`config.mk`:
```
export PLATFORM = sky130hd
export DESIGN_NAME = ky32_mem_arbiter_flat
export DESIGN_NICKNAME = d
export VERILOG_FILES = /design/src/rtl/ky32_mem_arbiter_if.sv /design/src/rtl/ky32_mem_arbiter.sv /design/src/flat_wrapper.sv
export SDC_FILE = /design/constraint.sdc
export NUM_CORES = 1
export LEC_CHECK = 0
export CORE_ASPECT_RATIO = 0.5
export CORE_MARGIN = 2
export CORE_UTILIZATION = 43
export CTS_BUF_LIST = sky130_fd_sc_hd__clkbuf_2
export DETAILED_ROUTE_END_ITERATION = 7
export PLACE_DENSITY = 0.82
export SLEW_MARGIN = 10
export SYNTH_ARGS = -nofsm -noshare
export SYNTH_HDL_FRONTEND = slang
export SYNTH_SLANG_ARGS = --single-unit
```
`constraint.sdc`:
```
create_clock -name clk -period 2.5 [get_ports clk]
set_clock_uncertainty 0.2 [all_clocks]
set_input_delay 0.625 -clock clk [delete_from_list [all_inputs] [get_ports clk]]
set_output_delay 0.625 -clock clk [all_outputs]
set_load 0.02 [all_outputs]
```
`src/rtl/ky32_mem_arbiter_if.sv`:
```
// ky32_mem_arbiter_if: bundle of the fetch port (I), the load/store port (D)
// and the shared memory bus (m_*) around ky32_mem_arbiter.
//
// Handshake: a requester raises req with a stable payload and holds both
// until the one-cycle done pulse. It either drops req in the done cycle or
// keeps it high to issue the next request. On the memory side, m_req is held
// high with a stable payload until the one-cycle m_ack, and m_rdata is valid
// with m_ack.
interface ky32_mem_arbiter_if #(
    parameter int AW = 32,
    parameter int DW = 32
);
    logic          i_req;
    logic [AW-1:0] i_addr;
    logic [DW-1:0] i_rdata;
    logic          i_done;
    logic          d_req;
    logic          d_we;
    logic [AW-1:0] d_addr;
    logic [DW-1:0] d_wdata;
    logic [DW-1:0] d_rdata;
    logic          d_done;
    logic          m_req;
    logic          m_we;
    logic [AW-1:0] m_addr;
    logic [DW-1:0] m_wdata;
    logic [DW-1:0] m_rdata;
    logic          m_ack;

    // Arbiter side.
    modport slave (
        input  i_req, i_addr, d_req, d_we, d_addr, d_wdata, m_rdata, m_ack,
        output i_rdata, i_done, d_rdata, d_done, m_req, m_we, m_addr, m_wdata
    );

    // Requester and memory side.
    modport master (
        output i_req, i_addr, d_req, d_we, d_addr, d_wdata, m_rdata, m_ack,
        input  i_rdata, i_done, d_rdata, d_done, m_req, m_we, m_addr, m_wdata
    );
endinterface

```
`src/rtl/ky32_mem_arbiter.sv`:
```
// ky32_mem_arbiter: shares one memory bus between the KY32 fetch port (I)
// and load/store port (D). Each grant runs IDLE -> BUS -> RESP, with a
// one-cycle done pulse returned to the winner.
// Build option KY32_ARB_RR_EN: round-robin arbitration instead of
// D-priority with the starvation guard.
module ky32_mem_arbiter #(
    parameter int AW     = 32,
    parameter int DW     = 32,
    parameter int STARVE = 4
) (
    input  logic                clk,
    input  logic                rst,
    ky32_mem_arbiter_if.slave   bus,
    output logic                busy,
    output logic                owner,
    output logic [1:0]          dbg_state
);

    typedef enum logic [1:0] {
        IDLE = 2'd0,
        BUS  = 2'd1,
        RESP = 2'd2
    } state_t;

    state_t state;
    logic   grant_i;
    logic   grant_d;

    assign dbg_state = state;

`ifdef KY32_ARB_RR_EN
    // Round-robin: on a tie, the port that did not win last time goes first.
    always_comb begin
        grant_i = bus.i_req && (!bus.d_req || owner);
        grant_d = bus.d_req && !grant_i;
    end
`else
    localparam logic [3:0] STARVE_LIM = 4'(STARVE);

    logic [3:0] starve_cnt;

    // D wins unless I has watched STARVE D grants in a row while waiting.
    always_comb begin
        grant_i = bus.i_req && (!bus.d_req || (starve_cnt == STARVE_LIM));
        grant_d = bus.d_req && !grant_i;
    end

    // Count D grants that overtake a waiting I; any I grant or an idle
    // cycle without an I request clears the count.
    always_ff @(posedge clk or negedge rst) begin
        if (!rst) begin
            starve_cnt <= 4'd0;
        end else if (state == IDLE) begin
            if (!bus.i_req || grant_i) begin
                starve_cnt <= 4'd0;
            end else if (grant_d) begin
                starve_cnt <= starve_cnt + 4'd1;
            end
        end
    end
`endif

    // Transaction sequencer: latch the winner, hold m_req until m_ack,
    // capture read data, then pulse done to the owner for one cycle.
    always_ff @(posedge clk or negedge rst) begin
        if (!rst) begin
            state       <= IDLE;
            bus.m_req   <= 1'b0;
            bus.m_we    <= 1'b0;
            bus.m_addr  <= '0;
            bus.m_wdata <= '0;
            bus.i_rdata <= '0;
            bus.d_rdata <= '0;
            bus.i_done  <= 1'b0;
            bus.d_done  <= 1'b0;
            busy        <= 1'b0;
            owner       <= 1'b0;
        end else begin
            bus.i_done <= 1'b0;
            bus.d_done <= 1'b0;
            case (state)
                IDLE: begin
                    if (grant_i || grant_d) begin
                        state       <= BUS;
                        bus.m_req   <= 1'b1;
                        busy        <= 1'b1;
                        owner       <= grant_d;
                        bus.m_we    <= grant_d & bus.d_we;
                        bus.m_addr  <= grant_d ? bus.d_addr : bus.i_addr;
                        bus.m_wdata <= grant_d ? bus.d_wdata : '0;
                    end
                end
                BUS: begin
                    if (bus.m_ack) begin
                        state     <= RESP;
                        bus.m_req <= 1'b0;
                        if (owner) begin
                            bus.d_rdata <= bus.m_rdata;
                            bus.d_done  <= 1'b1;
                        end else begin
                            bus.i_rdata <= bus.m_rdata;
                            bus.i_done  <= 1'b1;
                        end
                    end
                end
                RESP: begin
                    state <= IDLE;
                    busy  <= 1'b0;
                end
                default: begin
                    state     <= IDLE;
                    busy      <= 1'b0;
                    bus.m_req <= 1'b0;
                end
            endcase
        end
    end

endmodule

```
`src/flat_wrapper.sv`:
```
// flat-port wrapper written by rule: the top's interface ports become plain ports
module ky32_mem_arbiter_flat 
#(
    parameter int AW     = 32,
    parameter int DW     = 32,
    parameter int STARVE = 4
)
  (clk, rst, busy, owner, dbg_state, bus_i_req, bus_i_addr, bus_d_req, bus_d_we, bus_d_addr, bus_d_wdata, bus_m_rdata, bus_m_ack, bus_i_rdata, bus_i_done, bus_d_rdata, bus_d_done, bus_m_req, bus_m_we, bus_m_addr, bus_m_wdata);
  ky32_mem_arbiter_if #(.AW(AW), .DW(DW)) bus_i ();
  input  logic clk;
  input  logic rst;
  output logic busy;
  output logic owner;
  output logic [1:0] dbg_state;
  input wire logic [$bits(bus_i.i_req)-1:0] bus_i_req;
  input wire logic [$bits(bus_i.i_addr)-1:0] bus_i_addr;
  input wire logic [$bits(bus_i.d_req)-1:0] bus_d_req;
  input wire logic [$bits(bus_i.d_we)-1:0] bus_d_we;
  input wire logic [$bits(bus_i.d_addr)-1:0] bus_d_addr;
  input wire logic [$bits(bus_i.d_wdata)-1:0] bus_d_wdata;
  input wire logic [$bits(bus_i.m_rdata)-1:0] bus_m_rdata;
  input wire logic [$bits(bus_i.m_ack)-1:0] bus_m_ack;
  output wire logic [$bits(bus_i.i_rdata)-1:0] bus_i_rdata;
  output wire logic [$bits(bus_i.i_done)-1:0] bus_i_done;
  output wire logic [$bits(bus_i.d_rdata)-1:0] bus_d_rdata;
  output wire logic [$bits(bus_i.d_done)-1:0] bus_d_done;
  output wire logic [$bits(bus_i.m_req)-1:0] bus_m_req;
  output wire logic [$bits(bus_i.m_we)-1:0] bus_m_we;
  output wire logic [$bits(bus_i.m_addr)-1:0] bus_m_addr;
  output wire logic [$bits(bus_i.m_wdata)-1:0] bus_m_wdata;
  assign bus_i.i_req = bus_i_req;
  assign bus_i.i_addr = bus_i_addr;
  assign bus_i.d_req = bus_d_req;
  assign bus_i.d_we = bus_d_we;
  assign bus_i.d_addr = bus_d_addr;
  assign bus_i.d_wdata = bus_d_wdata;
  assign bus_i.m_rdata = bus_m_rdata;
  assign bus_i.m_ack = bus_m_ack;
  assign bus_i_rdata = bus_i.i_rdata;
  assign bus_i_done = bus_i.i_done;
  assign bus_d_rdata = bus_i.d_rdata;
  assign bus_d_done = bus_i.d_done;
  assign bus_m_req = bus_i.m_req;
  assign bus_m_we = bus_i.m_we;
  assign bus_m_addr = bus_i.m_addr;
  assign bus_m_wdata = bus_i.m_wdata;
  ky32_mem_arbiter #(.AW(AW), .DW(DW), .STARVE(STARVE)) u_core (.clk(clk), .rst(rst), .bus(bus_i), .busy(busy), .owner(owner), .dbg_state(dbg_state));
endmodule
```
==> impl_metrics.ini <==
[status]
status = completed

[layout]
fin_area_um2 = 9150
antenna_cells = 0
most-common-layout-cells = dfrtp_1, dlygate4sd2_1, clkdlybuf4s50_1
layout_commonest_cell = dfrtp_1
nNetsFinal = 853
area_delta_synth_final_pct = 51.0
drive_gt1_share_pct = 21.2

[global_routing]
track_usage_pct = 22.3
antenna_found_initial = 0
grt_pass1_wl_mm = 25.9
grt_max_degree = 67
grt_pass1_vias = 4904
grt-ovfl-total = 0

[timing]
grt_setup_unrepaired = no
relSlewSlack_pct = 64.7
slew_viol_final = 0
final_hold_viol_count = 0
post-route-period-util_pct = 94.2
fin_tns_setup_ps = 0
whs_ps = 247
finalCriticalPeriod_ps = 2350
setup_slack_ps = 146
setup_viol = 0
max_freq_mhz = 425
worst_pin_slew_ps = 530

[critical_path]
cpLargestDelayFamily = flip-flops
cp_max_fo = 4
reg2reg_depth = 5
crit_start = u_core.owner
slowest_delay_ps = 490
cp_num_cells = 1
crit_buf_inv = 1
worstPathArrival_ps = 1530
endpoint = owner
r2r_start = u_core.dbg_state[1]
endpoint_kind = output pin
cp_slowest_cell = dfrtp_1
critical_path_class = reg -> out
regToRegSetupSlack_ps = 600
critPathLaunchType = register
crit_chain = dlygate4sd2_1
cp.required_ps = 1670
r2r-end = u_core.bus.i_rdata[31]

[job]
drv_cap = 0

[clock_network]
clkLatencyLatePin_ps = 650
root_buffer = clkbuf_2
htreeDepth = 4
clock_path_buffers = 2
clock-sinks = 140
cts.reportedPaths.clkPinSlew_ps = 250
post_cts_buffers = 0
cts_buffers = 17
cts_tree = done

[drt]
vias_per_cell = 5.13
ant_nets = 0
wl_per_cell_um = 18.0
routed_wirelength_mm = 16.6
drtIter0Drc = 290
vias = 4727
dr.pass1.iters = 5
drc = 0

[floorplanning]
core_um2 = 13700
fp.dieH_um = 87.9
ios = 270
num_rows = 30
die_x_um = 172
initial_core_util_pct = 44.3
dieArea_um2 = 15100

[placed_design]
place_ws_ps = 53.4
dp_hpwl_mm = 12.0
port_buffers = 269
gp_congestion = 0.779
placed_area_um2 = 9030

[synthesis]
synth-seq-cells = 140
synth_nets = 582
synth_area_um2 = 6060
avgSynthCellArea_um2 = 13.6
syn_inst = 446
synth_seq_area_share_pct = 57.8
ys_types = 32
ys_warn_count = 0

[power_and_ir_drop]
p_leak_uw = 0.00425
power_density_nw_per_um2 = 1220
power.total_uw = 11200
ir_worst_vdd_v = 0.000442

[hold_path]
min-delay-path-class = in -> async
power by group:
group	internal, uW	leakage, uW	switching [uW]
combinational	2680	0.00237	3120
clock	580	0.000165	918
sequential	3320	0.00171	575
worst register-to-register path, cell delays in order, from the launching register on:
cell,delay (ps)
dfrtp_1,430
buf_4,170
and3b_1,250
nor2b_4,220
buf_12,200
mux2_2,360
metal layers:
layer | GRT usage, % | up-vias | share of wire [%]
met4 | 10.5 | 0 | 3.4
met3 | 4.20 | 39 | 3.8
li1 | - | 2182 | -
met2 | 39.1 | 130 | 53
met5 | 0 | - | 0
met1 | 27.1 | 2376 | 40
worst min path at each step:
stage | slack [ps] | to | cells after the start
2_1_floorplan | 130 | u_core.bus.d_done | 0
6_report | 250 | u_core.bus.d_rdata[22] | 2
5_1_grt | 220 | u_core.bus.d_rdata[13] | 2
3_5_place_dp | 260 | u_core.bus.m_req | 2
3_3_place_gp | 260 | u_core.bus.m_req | 2
4_1_cts | 190 | u_core.bus.m_wdata[17] | 2
synth_stat cells, drive strengths merged:
cell type	count	area, um^2
nand4	33	206
inv	37	139
nor3	1	5.00
o311ai	1	8.76
and3b	1	8.76
dfrtp	140	3500
buf	24	190
mux2	64	830
nor2b	1	6.26
and2	3	18.8
nand3	33	165
clkbuf	16	60.1
nand2b	1	6.26
and3	1	6.26
a22o	33	289
o22ai	1	6.26
o21ai	6	30.0
or2	2	12.5
nand2	10	40.0
nand4b	1	8.76
nor2	1	6.26
o221ai	32	468
a21o	1	7.51
ha	2	25.0
mux2i	1	10.0
final cells by class:
type                    count  area, um^2
inverters                  37         139
clock inverters            15         186
multi-input cells         229        2180
fillers                  1121        4520
well taps                 192         240
clock buffers              17        85.1
flip-flops and latches    140        3500
repair buffers            292        2810
sequential cells by signal (all words and copies together) (netlist names):
signal,count
u_core.bus.d_done,1
u_core.bus.m_addr,32
u_core.bus.m_wdata,32
u_core.bus.i_rdata,32
u_core.dbg_state,2
u_core.bus.m_we,1
u_core.starve_cnt,4
u_core.owner,1
u_core.bus.i_done,1
u_core.bus.d_rdata,32
u_core.busy,1
u_core.bus.m_req,1
metrics by stage:
step	cells	utilization, %
floorplan	446	-
global placement	889	66.1
detailed placement	889	66.1
CTS	922	66.9
global route	922	66.9
finish	922	66.9
logic make-up after synthesis:
logic type / after synthesis / synth area share, %
AOI/OAI and AO/OA: 74 / 13.4
muxes: 65 / 13.9
DFF: 140 / 57.8
and+or+nand+nor: 88 / 8.10
adders and majority gates: 2 / 0.413
buffers and inverters: 77 / 6.42
timing repair:
item                                   4_1_cts  5_1_grt
hold buffers                                 1        0
resized for setup                          136        0
endpoints found under the hold margin       53        0
setup endpoints to repair                  136        0
Note: power is estimated with default switching activity, not from simulation.
